**config.mk**
```make
export PLATFORM = sky130hd
export DESIGN_NAME = lowampa_coeff_sequencer
export DESIGN_NICKNAME = d
export VERILOG_FILES = /design/src/rtl/lowampa_coeff_sequencer.sv
export SDC_FILE = /design/constraint.sdc
export NUM_CORES = 1
export LEC_CHECK = 0
export CAP_MARGIN = 25
export CORE_MARGIN = 2
export CORE_UTILIZATION = 45
export CTS_CLUSTER_SIZE = 24
export DETAILED_ROUTE_END_ITERATION = 8
export PLACE_DENSITY = 0.71
export SLEW_MARGIN = 20
export SYNTH_ARGS = -nofsm -noshare
export SYNTH_HDL_FRONTEND = slang
export SYNTH_SLANG_ARGS = --single-unit
export TNS_END_PERCENT = 20
```
**constraint.sdc**
```tcl
create_clock -name clk_i -period 4.8 [get_ports clk_i]
set_input_delay 0.72 -clock clk_i [delete_from_list [all_inputs] [get_ports clk_i]]
set_output_delay 0.72 -clock clk_i [all_outputs]
set_load 0.02 [all_outputs]
```
**src/rtl/lowampa_coeff_sequencer.sv**
```systemverilog
// lowampa_coeff_sequencer: shadow/live coefficient banks with commit, DSP flush and settle sequencing
// Ports: clk_i/rst_ni clock and async active-low reset; wr_* shadow write handshake;
// commit_i applies shadow to live coeff_o; dsp_rst_o flushes the chain; filt_valid_o marks
// settled output; busy_o high during FLUSH/SETTLE; err_o sticky out-of-range write flag.
// Optional LOWAMPA_COEFF_READBACK_EN adds rd_addr_i/rd_sel_i/rd_data_o registered readback.
module lowampa_coeff_sequencer #(
  parameter int NTAPS      = 8,
  parameter int COEFF_W    = 18,
  parameter int FLUSH_CYC  = 2,
  parameter int SETTLE_CYC = 10
) (
  input  logic                       clk_i,
  input  logic                       rst_ni,
  input  logic                       wr_valid_i,
  output logic                       wr_ready_o,
  input  logic [$clog2(NTAPS)-1:0]   wr_addr_i,
  input  logic [COEFF_W-1:0]         wr_data_i,
  input  logic                       commit_i,
  output logic [NTAPS*COEFF_W-1:0]   coeff_o,
  output logic                       dsp_rst_o,
  output logic                       filt_valid_o,
  output logic                       busy_o,
`ifdef LOWAMPA_COEFF_READBACK_EN
  output logic                       err_o,
  input  logic [$clog2(NTAPS)-1:0]   rd_addr_i,
  input  logic                       rd_sel_i,
  output logic [COEFF_W-1:0]         rd_data_o
`else
  output logic                       err_o
`endif
);
  typedef enum logic [1:0] {IDLE, FLUSH, SETTLE} state_t;
  localparam logic [5:0] F_LD = 6'(FLUSH_CYC - 1);
  localparam logic [5:0] S_LD = 6'(SETTLE_CYC == 0 ? 0 : SETTLE_CYC - 1);
  state_t state, state_n;
  logic [5:0] cnt, cnt_n;
  logic valid_n, wr_acc, wr_in, commit_go;
  logic [COEFF_W-1:0] shadow [NTAPS];
  // wr_ready_o is only high in IDLE, so an accepted write implies IDLE
  assign wr_acc    = wr_valid_i & wr_ready_o;
  assign wr_in     = int'(wr_addr_i) < NTAPS;
  assign commit_go = (state == IDLE) & commit_i;
  always_comb begin
    state_n = state;
    cnt_n   = cnt - 6'd1;
    valid_n = filt_valid_o;
    case (state)
      IDLE: begin
        cnt_n = F_LD;
        if (commit_i) begin
          state_n = FLUSH;
          valid_n = 1'b0;
        end
      end
      FLUSH: if (cnt == 6'd0) begin
        state_n = SETTLE_CYC == 0 ? IDLE : SETTLE;
        cnt_n   = S_LD;
        valid_n = SETTLE_CYC == 0;
      end
      SETTLE: if (cnt == 6'd0) begin
        state_n = IDLE;
        valid_n = 1'b1;
      end
      default: state_n = IDLE;
    endcase
  end
  // outputs are registered from the next state so they line up with the state they describe
  always_ff @(posedge clk_i or negedge rst_ni) begin
    if (!rst_ni) begin
      state        <= IDLE;
      cnt          <= '0;
      wr_ready_o   <= 1'b0;
      dsp_rst_o    <= 1'b0;
      busy_o       <= 1'b0;
      filt_valid_o <= 1'b0;
    end else begin
      state        <= state_n;
      cnt          <= cnt_n;
      wr_ready_o   <= state_n == IDLE;
      dsp_rst_o    <= state_n == FLUSH;
      busy_o       <= state_n != IDLE;
      filt_valid_o <= valid_n;
    end
  end
  always_ff @(posedge clk_i or negedge rst_ni) begin
    if (!rst_ni) begin
      for (int k = 0; k < NTAPS; k++) shadow[k] <= '0;
      coeff_o <= '0;
      err_o   <= 1'b0;
    end else begin
      if (wr_acc && wr_in) shadow[wr_addr_i] <= wr_data_i;
      // a write in the commit cycle is merged into the live bank
      if (commit_go)
        for (int k = 0; k < NTAPS; k++)
          coeff_o[k*COEFF_W +: COEFF_W] <= (wr_acc && wr_in && int'(wr_addr_i) == k) ? wr_data_i : shadow[k];
      err_o <= (wr_acc && !wr_in) | (err_o & ~commit_go);
    end
  end
`ifdef LOWAMPA_COEFF_READBACK_EN
  always_ff @(posedge clk_i or negedge rst_ni) begin
    if (!rst_ni) rd_data_o <= '0;
    else rd_data_o <= int'(rd_addr_i) >= NTAPS ? '0 :
                      rd_sel_i ? coeff_o[int'(rd_addr_i)*COEFF_W +: COEFF_W] : shadow[rd_addr_i];
  end
`endif
endmodule

```
==> results of run 1 <==
-- synth_stat cells, types with 3 or more instances --
master / n / share of area [%]
nand2_1: 182 / 5.7
nor2b_1: 3 / 0.16
a31oi_1: 144 / 7.6
o21ai_0: 129 / 5.4
nand3_1: 109 / 4.6
clkbuf_1: 32 / 1.0
clkbuf_2: 3 / 0.13
dfrtp_1: 301 / 63
nand2b_1: 3 / 0.16
inv_1: 5 / 0.16
buf_4: 14 / 0.88
and3_1: 19 / 1.0
o21ai_1: 18 / 0.76
buf_2: 37 / 1.6
nor2_1: 146 / 4.6
buf_6: 8 / 0.76
-- final cells by class --
class / instances / area share, %
diodes: 1 / 0.01693
clock buffers: 45 / 6.212
clock inverters: 12 / 0.7955
inverters: 5 / 0.1269
multi-input cells: 781 / 25.98
flip-flops and latches: 301 / 50.95
well taps: 335 / 2.835
repair buffers: 190 / 13.08
-- kinds of logic (layout without fill, tap and decap cells) --
family	Yosys count	count (layout)	share of synthesized area, %
XOR/XNOR	2	2	0.1474
other	0	1	0
flip-flops	301	301	63.38
adder cells (fa/ha/maj)	1	1	0.1053
buffers and inverters	99	252	4.496
AND/OR/NAND/NOR	474	474	17.16
AO/OA/AOI/OAI	304	304	14.71
-- critical path, delay by kind of cell --
kind            cells  cell delay, ns
compound gates      2            0.41
simple gates        1            0.58
buf+inv             2            1.35
-- power by group through the flow --
stage | Sequential (mW) | Clock (mW) | Combinational [mW]
3_3_place_gp | 4.42 | 0 | 4.13
6_report | 4.43 | 2.43 | 4.22
3_5_place_dp | 4.46 | 0 | 4.24
4_1_cts | 4.43 | 2.47 | 4.26
5_1_grt | 4.56 | 2.58 | 4.64
2_1_floorplan | 5.06 | 0 | 1.72
-- through the flow --
stage | hold slack, ns | worst slack, ns | cell area (µm²)
after floorplan | 0.4244 | 3.125 | 11880
after global routing | 0.3104 | 1.963 | 14780
after CTS | 0.2762 | 2.147 | 14750
after global placement | 0.4572 | 1.515 | 13720
after detailed placement | 0.4667 | 1.635 | 13720
final | 0.2441 | 2.142 | 14780
-- state kept, by name, indices dropped and copies added, names as in the netlist --
register / count
wr_ready_o: 1
filt_valid_o: 1
shadow: 144
state: 2
err_o: 1
busy_o: 1
dsp_rst_o: 1
coeff_o: 144
cnt: 6
-- how the worst max path moves through the flow --
stage / depth (start not counted) / startpoint / slack (ns) / to
finish: 5 / wr_addr_i[1] / 2.14 / coeff_o[127]
detailed placement: 5 / wr_valid_i / 1.63 / coeff_o[87]
global placement: 4 / wr_addr_i[1] / 1.52 / coeff_o[3]
global route: 5 / wr_addr_i[1] / 1.96 / coeff_o[70]
CTS: 5 / wr_valid_i / 2.15 / coeff_o[87]
floorplan: 5 / wr_addr_i[0] / 3.13 / coeff_o[84]
-- routing by layer --
| layer | GRT usage (%) | part of all wire, % |
|---|---|---|
| met5 | 0 | 0 |
| met4 | 7.009 | 2.7 |
| met3 | 4.563 | 7.1 |
| met2 | 38.07 | 48 |
| met1 | 33.09 | 42 |
==> impl_metrics.tcl, run 1 <==
set metrics [dict create \
    mostFrequentLayoutCells "dfrtp_1, nand2_1, clkdlybuf4s50_1, nor2_1, a31oi_1" \
    pwr-share-seq_pct 40.0 \
    synthesis.area_per_instance_um2 10.06 \
    place.gp.congestion 0.7901 \
    post_cts_resize_count 0 \
    register_to_register_setup_slack_ns 2.59 \
    cp_cell_sequence "clkdlybuf4s50_1 > nand2_1 > buf_4 > o21ai_0 > a31oi_1" \
    initial_utilization_pct 45.73 \
    cts.hold.buffers_added 0 \
    path_max_fanout 25 \
    place.detailed.hpwl_mm 19.50 \
    share_comb_of_total_power_pct 38.1 \
    post_layout_power_mw 11.08 \
    r2r_start "state[1]" \
    mostFrequentLayoutCell "dfrtp_1" \
    routed-via-count 9403 \
    maxCapViolCount 0 \
    design.core.area_um2 25980 \
    grt_max_degree 126 \
    maxSlewHeadroom_pct 36.46 \
    synth_edf_count 0 \
    wl_per_cell_um 19.89 \
    floorplan.die_area_um2 27720 \
    worst-endpoint-arrival_ns 3.06 \
    skew_ns 0.01315 \
    cts.root.buffer_cell "clkbuf_16" \
    final_period_demand_of_the_worst_path_ns 2.658 \
    numCtsBuffers 31 \
    total_wirelength_of_the_detailed_routed_design_mm 33.21 \
    critPathKind "primary input to register" \
    power_frac_clock_pct 21.9 \
    fmax_mhz 376.2 \
    tns_ns 0 \
    ctsLongestPathBuffers 3 \
    cts_tree "yes" \
    synthesis.nets 1207 \
    worstReg2RegEnd "coeff_o[58]" \
    synth-warning-count 0 \
    multi_input_comb_area_um2 3841 \
    worst-endpoint-required_ns 5.21 \
    die_height_um 166.5 \
    finish.utilization_pct 56.90 \
    clock_insertion_delay_worst_skew_ns 0.56 \
    cts_htree_levels 1 \
    numPortBuffers 173 \
    grt_setup_unrepaired "false" \
    drive_above_1_share_pct 6.522 \
    final_nets 1336 \
    crit_path_max_incr_delay_ns 0.97 \
    power_density_nw_per_um2 749.5 \
    netlist_area_um2 11880 \
    area_delta_synth_final_pct 24.41 \
    drc 0 \
    wire_length_of_the_first_global_routing_pass_mm 52.44 \
    number_of_antenna_violations_at_the_first_check_in_global_routing 1 \
    internal-power_mw 7.077 \
    dp.cells 1611 \
    net-switching-power_mw 4.003 \
    setup.worst_path.end_class "register" \
    leakage_nw 6.752 \
    final_min_period_over_clock_period_pct 55.38 \
    cts.reportedPaths.clkPinSlew_ns 0.06 \
    post_drt_via_cell_ratio 5.631 \
    r2r.worst_path.cells 4 \
    rows 59 \
    synthDistinctLibCells 40 \
    synth-main-ff-cell "dfrtp_1" \
    pin_count 174 \
    slew_viol_final 0 \
    final-seq-area_um2 7532 \
    finalSetupViolCount 0 \
    dr.pass1.iters 5 \
    grt.total_usage_pct 23.72 \
    fill_cells 2253 \
    power.ir.vdd_worst_uv 401.5 \
    final_cell_count_no_fill 1670 \
    width_of_the_chip_um 166.5 \
    post-cts-setup-buffer-count 0 \
    worst_slew_pin_slew_ns 0.9510 \
    drt_iter0_drc 892 \
    postSynthCellCount 1181 \
    antenna_left 0 \
    startpoint_type "primary input" \
    final_hold_violating_endpoints 0 \
    first_global_vias 9218 \
    synth_sequential_area_ratio_pct 63.38 \
    result_of_the_run "complete, no violations" \
    asyncSetResetFlopFracSynth_pct 100.0 \
    hold_class "primary input to async pin" \
    globalRouteOverflowTotal 0 \
    clkSinkCount 301 \
    synth_seq_cells 301 \
    power.share.switching_pct 36.13 \
    critical_path.slowest_cell "clkdlybuf4s50_1" \
]
Note: power is estimated with default switching activity, not from simulation.
==> run 2, diff against run 1 <==
--- a/config.mk
+++ b/config.mk
@@ -10,7 +10,7 @@
 export CORE_UTILIZATION = 45
 export CTS_CLUSTER_SIZE = 24
 export DETAILED_ROUTE_END_ITERATION = 8
-export PLACE_DENSITY = 0.71
+export PLACE_DENSITY = 0.74
 export SLEW_MARGIN = 20
 export SYNTH_ARGS = -nofsm -noshare
 export SYNTH_HDL_FRONTEND = slang
==> constraint.sdc (replaced) <==
create_clock -name clk_i -period 2.43 [get_ports clk_i]
set_input_delay 0.3645 -clock clk_i [delete_from_list [all_inputs] [get_ports clk_i]]
set_output_delay 0.3645 -clock clk_i [all_outputs]
set_load 0.02 [all_outputs]
==> run 2 against run 1 <==
First-iteration DRC count rose by 8.5%. Final cell count rose by 1.2%. Final area increased by 1.3%. Non-clock buffer count rose by 30. Critical path type is now register to output port.
==> impl_metrics.tcl, run 2 (synthesis results as in run 1) <==
set metrics [dict create \
    result_of_the_run "complete, no violations" \
    skew_ns 0.01197 \
    grt.total_usage_pct 24.32 \
    share_comb_of_total_power_pct 39.3 \
    slew_viol_final 0 \
    dpl_worst_slack_ns 0.2564 \
    final_design_area_no_fill_um2 14980 \
    finish.utilization_pct 57.65 \
    final_hold_violating_endpoints 0 \
    power.ir.vdd_worst_uv 889.3 \
    r2r_start "wr_ready_o" \
    fmax_mhz 506.3 \
    setup.worst_path.end_class "output port" \
    internal-power_mw 13.81 \
    cts.reportedPaths.clkPinSlew_ns 0.07 \
    crit_path_max_incr_delay_ns 0.65 \
    drc 0 \
    first_global_vias 9730 \
    timing.hold.ws_ns 0.3278 \
    globalRouteOverflowTotal 0 \
    routed-via-count 9832 \
    worst_slew_pin_slew_ns 0.7888 \
    clkSinkCount 301 \
    mostFrequentLayoutCell "dfrtp_1" \
    post_layout_power_mw 21.73 \
    cts_htree_levels 1 \
    instance_area_after_placement_um2 14050 \
    r2r.worst_path.cells 4 \
    pin_count 174 \
    post_cts_resize_count 0 \
    cp_cell_sequence "clkdlybuf4s50_1" \
    ctsLongestPathBuffers 3 \
    path_max_fanout 2 \
    power.share.switching_pct 36.43 \
    number_of_antenna_violations_at_the_first_check_in_global_routing 3 \
    critPathBufInv 1 \
    register_to_register_setup_slack_ns 0.62 \
    mostFrequentLayoutCells "dfrtp_1, nand2_1, clkdlybuf4s50_1, nor2_1, a31oi_1" \
    drt_iter0_drc 968 \
    numCtsBuffers 29 \
    grt_max_degree 89 \
    grt_setup_unrepaired "false" \
    worst-endpoint-arrival_ns 1.61 \
    final_nets 1364 \
    drive_above_1_share_pct 7.613 \
    post_drt_via_cell_ratio 5.818 \
    leakage_nw 6.845 \
    wire_length_of_the_first_global_routing_pass_mm 54.07 \
    critical_path.slowest_cell "clkdlybuf4s50_1" \
    wl_per_cell_um 20.11 \
    cts_tree "yes" \
    die_height_um 166.5 \
    final_min_period_over_clock_period_pct 81.28 \
    cp_top_family "buffers and inverters" \
    post-cts-setup-buffer-count 0 \
    net-switching-power_mw 7.915 \
    maxCapViolCount 0 \
    hold_class "primary input to async pin" \
    design.core.area_um2 25980 \
    worst-endpoint-required_ns 2.07 \
    place.detailed.hpwl_mm 21.31 \
    reg.largest.list "coeff_o (144), shadow (144), cnt (6)" \
    dp.cells 1641 \
    power_density_nw_per_um2 1450 \
    maxSlewHeadroom_pct 47.42 \
    area_delta_synth_final_pct 26.05 \
    final_period_demand_of_the_worst_path_ns 1.975 \
    dr.pass1.iters 5 \
    antenna_left 0 \
    power_frac_clock_pct 20.3 \
    width_of_the_chip_um 166.5 \
    place.gp.congestion 0.8112 \
    setup_slack_ns 0.4549 \
    finalSetupViolCount 0 \
    startpoint_type "register" \
    rows 59 \
    final_cell_count_no_fill 1690 \
    tns_ns 0 \
    floorplan.die_area_um2 27720 \
    cts.root.buffer_cell "clkbuf_16" \
    total_wirelength_of_the_detailed_routed_design_mm 33.98 \
    initial_utilization_pct 45.73 \
    pwr-share-seq_pct 40.4 \
    numPortBuffers 173 \
    cts.hold.buffers_added 1 \
    critPathKind "register to output port" \
    clock_insertion_delay_worst_skew_ns 0.54 \
    worstReg2RegEnd "coeff_o[109]" \
]
-- run 2: changes by cell type in the layout (fill, tap and decap cells not counted), moves of 2 or more --
cell / previous run / this run
clkbuf_8: 9 / 6
clkinv_2: 8 / 1
buf_12: 4 / 13
buf_4: 12 / 33
clkbuf_16: 31 / 29
-- run 2: layer usage --
metal / global-route usage (%) / up-vias / part of all wire (%)
li1: - / 4408 / -
met1: 34.41 / 4934 / 42
met2: 38.20 / 425 / 47
met3: 3.755 / 65 / 7.3
met4: 9.258 / 0 / 3.7
met5: 0 / - / 0
-- run 2: worst max path at each step --
stage                   end    startpoint  cells past startpoint
2_1_floorplan      state[1]        cnt[0]                      5
3_3_place_gp   coeff_o[126]    wr_valid_i                      5
3_5_place_dp   coeff_o[105]    wr_valid_i                      5
4_1_cts        coeff_o[107]  coeff_o[107]                      1
5_1_grt          wr_ready_o    wr_ready_o                      1
6_report       coeff_o[107]  coeff_o[107]                      1
-- run 2: final cells by class --
cell class,instances,area [µm²]
inverters,5,18.77
multi-input cells,781,3836
flip-flops and latches,301,7532
clock buffers,41,830.8
clock inverters,5,82.58
fillers,2236,11010
repair buffers,220,2255
diodes,2,5.005
well taps,335,419.2
-- run 2: power groups by stage --
stage	logic, mW	clock network [mW]	registers, mW
after detailed placement	8.54	0	8.81
after CTS	8.60	4.49	8.76
after floorplan	3.40	0	9.99
after global placement	8.25	0	8.76
final	8.54	4.41	8.78
after global routing	9.32	4.70	9.03
==> run 3, diff against run 2 <==
--- a/config.mk
+++ b/config.mk
@@ -10,7 +10,7 @@
 export CORE_UTILIZATION = 45
 export CTS_CLUSTER_SIZE = 24
 export DETAILED_ROUTE_END_ITERATION = 8
-export PLACE_DENSITY = 0.74
+export PLACE_DENSITY = 0.71
 export SLEW_MARGIN = 20
 export SYNTH_ARGS = -nofsm -noshare
 export SYNTH_HDL_FRONTEND = slang
==> constraint.sdc (replaced) <==
create_clock -name clk_i -period 1.9 [get_ports clk_i]
set_input_delay 0.285 -clock clk_i [delete_from_list [all_inputs] [get_ports clk_i]]
set_output_delay 0.285 -clock clk_i [all_outputs]
set_load 0.02 [all_outputs]
==> run 3 against run 2 <==
Combinational power rose by 28%. Total power is 29% higher. Non-clock buffer count rose by 15. Largest cell class unchanged. Highest routed layer unchanged.
==> impl_metrics.tcl, run 3 (synthesis results as in run 1) <==
set metrics [dict create \
    result_of_the_run "complete, no violations" \
    worst-endpoint-required_ns 1.62 \
    critical_path.slowest_cell "clkdlybuf4s50_1" \
    wl_per_cell_um 19.66 \
    number_of_antenna_violations_at_the_first_check_in_global_routing 2 \
    power_density_nw_per_um2 1825 \
    maxCapViolCount 0 \
    tns_ns 0 \
    dr.pass1.iters 5 \
    cp_top_family "buffers and inverters" \
    place.gp.congestion 0.8192 \
    final_hold_violating_endpoints 0 \
    crit_path_max_incr_delay_ns 0.64 \
    drc 0 \
    antenna_left 0 \
    routed-via-count 9819 \
    floorplan.die_area_um2 27720 \
    critPathKind "register to output port" \
    numCtsBuffers 31 \
    share_comb_of_total_power_pct 38.9 \
    power_frac_clock_pct 21.2 \
    cts.root.buffer_cell "clkbuf_16" \
    drive_above_1_share_pct 9.071 \
    mostFrequentLayoutCell "dfrtp_1" \
    hold_class "primary input to async pin" \
    final_design_area_no_fill_um2 15390 \
    ctsLongestPathBuffers 3 \
    cts_htree_levels 1 \
    grt.total_usage_pct 24.15 \
    worst_slew_pin_slew_ns 0.5187 \
    cp_cell_sequence "clkdlybuf4s50_1" \
    reg.largest.list "coeff_o (144), shadow (144), cnt (6)" \
    pin_count 174 \
    leakage_nw 7.125 \
    finalSetupViolCount 0 \
    globalRouteOverflowTotal 0 \
    instance_area_after_placement_um2 14360 \
    drt_iter0_drc 1032 \
    worst-endpoint-arrival_ns 1.59 \
    maxSlewHeadroom_pct 65.31 \
    die_height_um 166.5 \
    cts_tree "yes" \
    design.core.area_um2 25980 \
    area_delta_synth_final_pct 29.50 \
    wire_length_of_the_first_global_routing_pass_mm 53.74 \
    final_min_period_over_clock_period_pct 98.84 \
    skew_ns 0.01012 \
    pwr-share-seq_pct 39.9 \
    dp.cells 1656 \
    rows 59 \
    place.detailed.hpwl_mm 22.46 \
    grt_setup_unrepaired "false" \
    cts.reportedPaths.clkPinSlew_ns 0.06 \
    numPortBuffers 173 \
    first_global_vias 9719 \
    clkSinkCount 301 \
    slew_viol_final 0 \
    initial_utilization_pct 45.73 \
    width_of_the_chip_um 166.5 \
    dpl_worst_slack_ns 0.06619 \
    power.share.switching_pct 36.10 \
    fmax_mhz 532.5 \
    internal-power_mw 17.95 \
    setup_slack_ns 0.02205 \
    setup.worst_path.end_class "output port" \
    final_period_demand_of_the_worst_path_ns 1.878 \
    final_nets 1381 \
    final_cell_count_no_fill 1714 \
    total_wirelength_of_the_detailed_routed_design_mm 33.70 \
    critPathBufInv 1 \
    startpoint_type "register" \
    power.ir.vdd_worst_uv 1081 \
    grt_max_degree 71 \
    path_max_fanout 2 \
    clock_insertion_delay_worst_skew_ns 0.56 \
    net-switching-power_mw 10.14 \
    post_drt_via_cell_ratio 5.729 \
    mostFrequentLayoutCells "dfrtp_1, nand2_1, clkdlybuf4s50_1, nor2_1, a31oi_1" \
    fill_cells 2219 \
    post_layout_power_mw 28.08 \
]
[run 3: cell count changes in the layout (fill, tap and decap cells not counted), moves of 2 or more]
cell / previous run / this run
clkdlybuf4s50_1: 172 / 162
clkbuf_8: 6 / 9
buf_12: 13 / 28
clkbuf_1: 6 / 9
clkbuf_16: 29 / 31
dlymetal6s2s_1: 0 / 9
clkinv_2: 1 / 4
[run 3: what timing repair did]
action,CTS,global route
buffers inserted,0,0
cloned,0,0
endpoints found under the setup margin,1,9
hold buffers,1,0
hold endpoints to repair,51,0
resized for setup,1,9
[run 3: power groups by stage]
stage               sequential [mW]  clock [mW]  combinational, mW
floorplan                      12.8           0               4.35
global placement               11.2           0               10.7
detailed placement             11.3           0               11.0
CTS                            11.2        6.01               11.1
global route                   11.6        6.30               12.0
finish                         11.2        5.95               10.9
[run 3: worst paths after layout]
| kind | start | to | slack (ns) | cells past startpoint |
|---|---|---|---|---|
| worst max-delay path | coeff_o[105] | coeff_o[105] | 0.02 | 1 |
| worst min-delay path | rst_ni | shadow[31] | 0.26 | 2 |
| worst max register to register | cnt[0] | state[1] | 0.26 | 5 |
| worst min register to register | shadow[64] | shadow[64] | 0.48 | 2 |
| max in group asynchronous | rst_ni | coeff_o[14] | 0.89 | 3 |
| min in group clk_i | shadow[64] | shadow[64] | 0.48 | 2 |
[run 3: layout make-up]
cell class                 count  area (µm²)  area share, %
inverter                       5       18.77         0.1220
tap                          335       419.2          2.724
antenna                        1       2.502        0.01626
clock buffer                  49       933.4          6.065
timing repair buffer         235        2576          16.74
sequential                   301        7532          48.94
clock inverter                 7       66.31         0.4309
multi-input combinational    781        3841          24.96
[run 3: routing by layer]
layer  vias up  GRT usage (%)  part of all wire [%]
met5         -              0                     0
met4         0          8.696                   3.5
met3        72          3.945                   6.8
met2       386          38.09                    47
met1      4919          34.11                    43
li1       4442              -                     -
[run 3: stage by stage]
stage | utilization (%) | hold WS (ns)
after floorplan | - | -0.01059
after global placement | 55.25 | 0.2615
after detailed placement | 55.25 | 0.2611
after CTS | 59.13 | 0.2755
after global routing | 59.23 | 0.2885
final | 59.23 | 0.2584
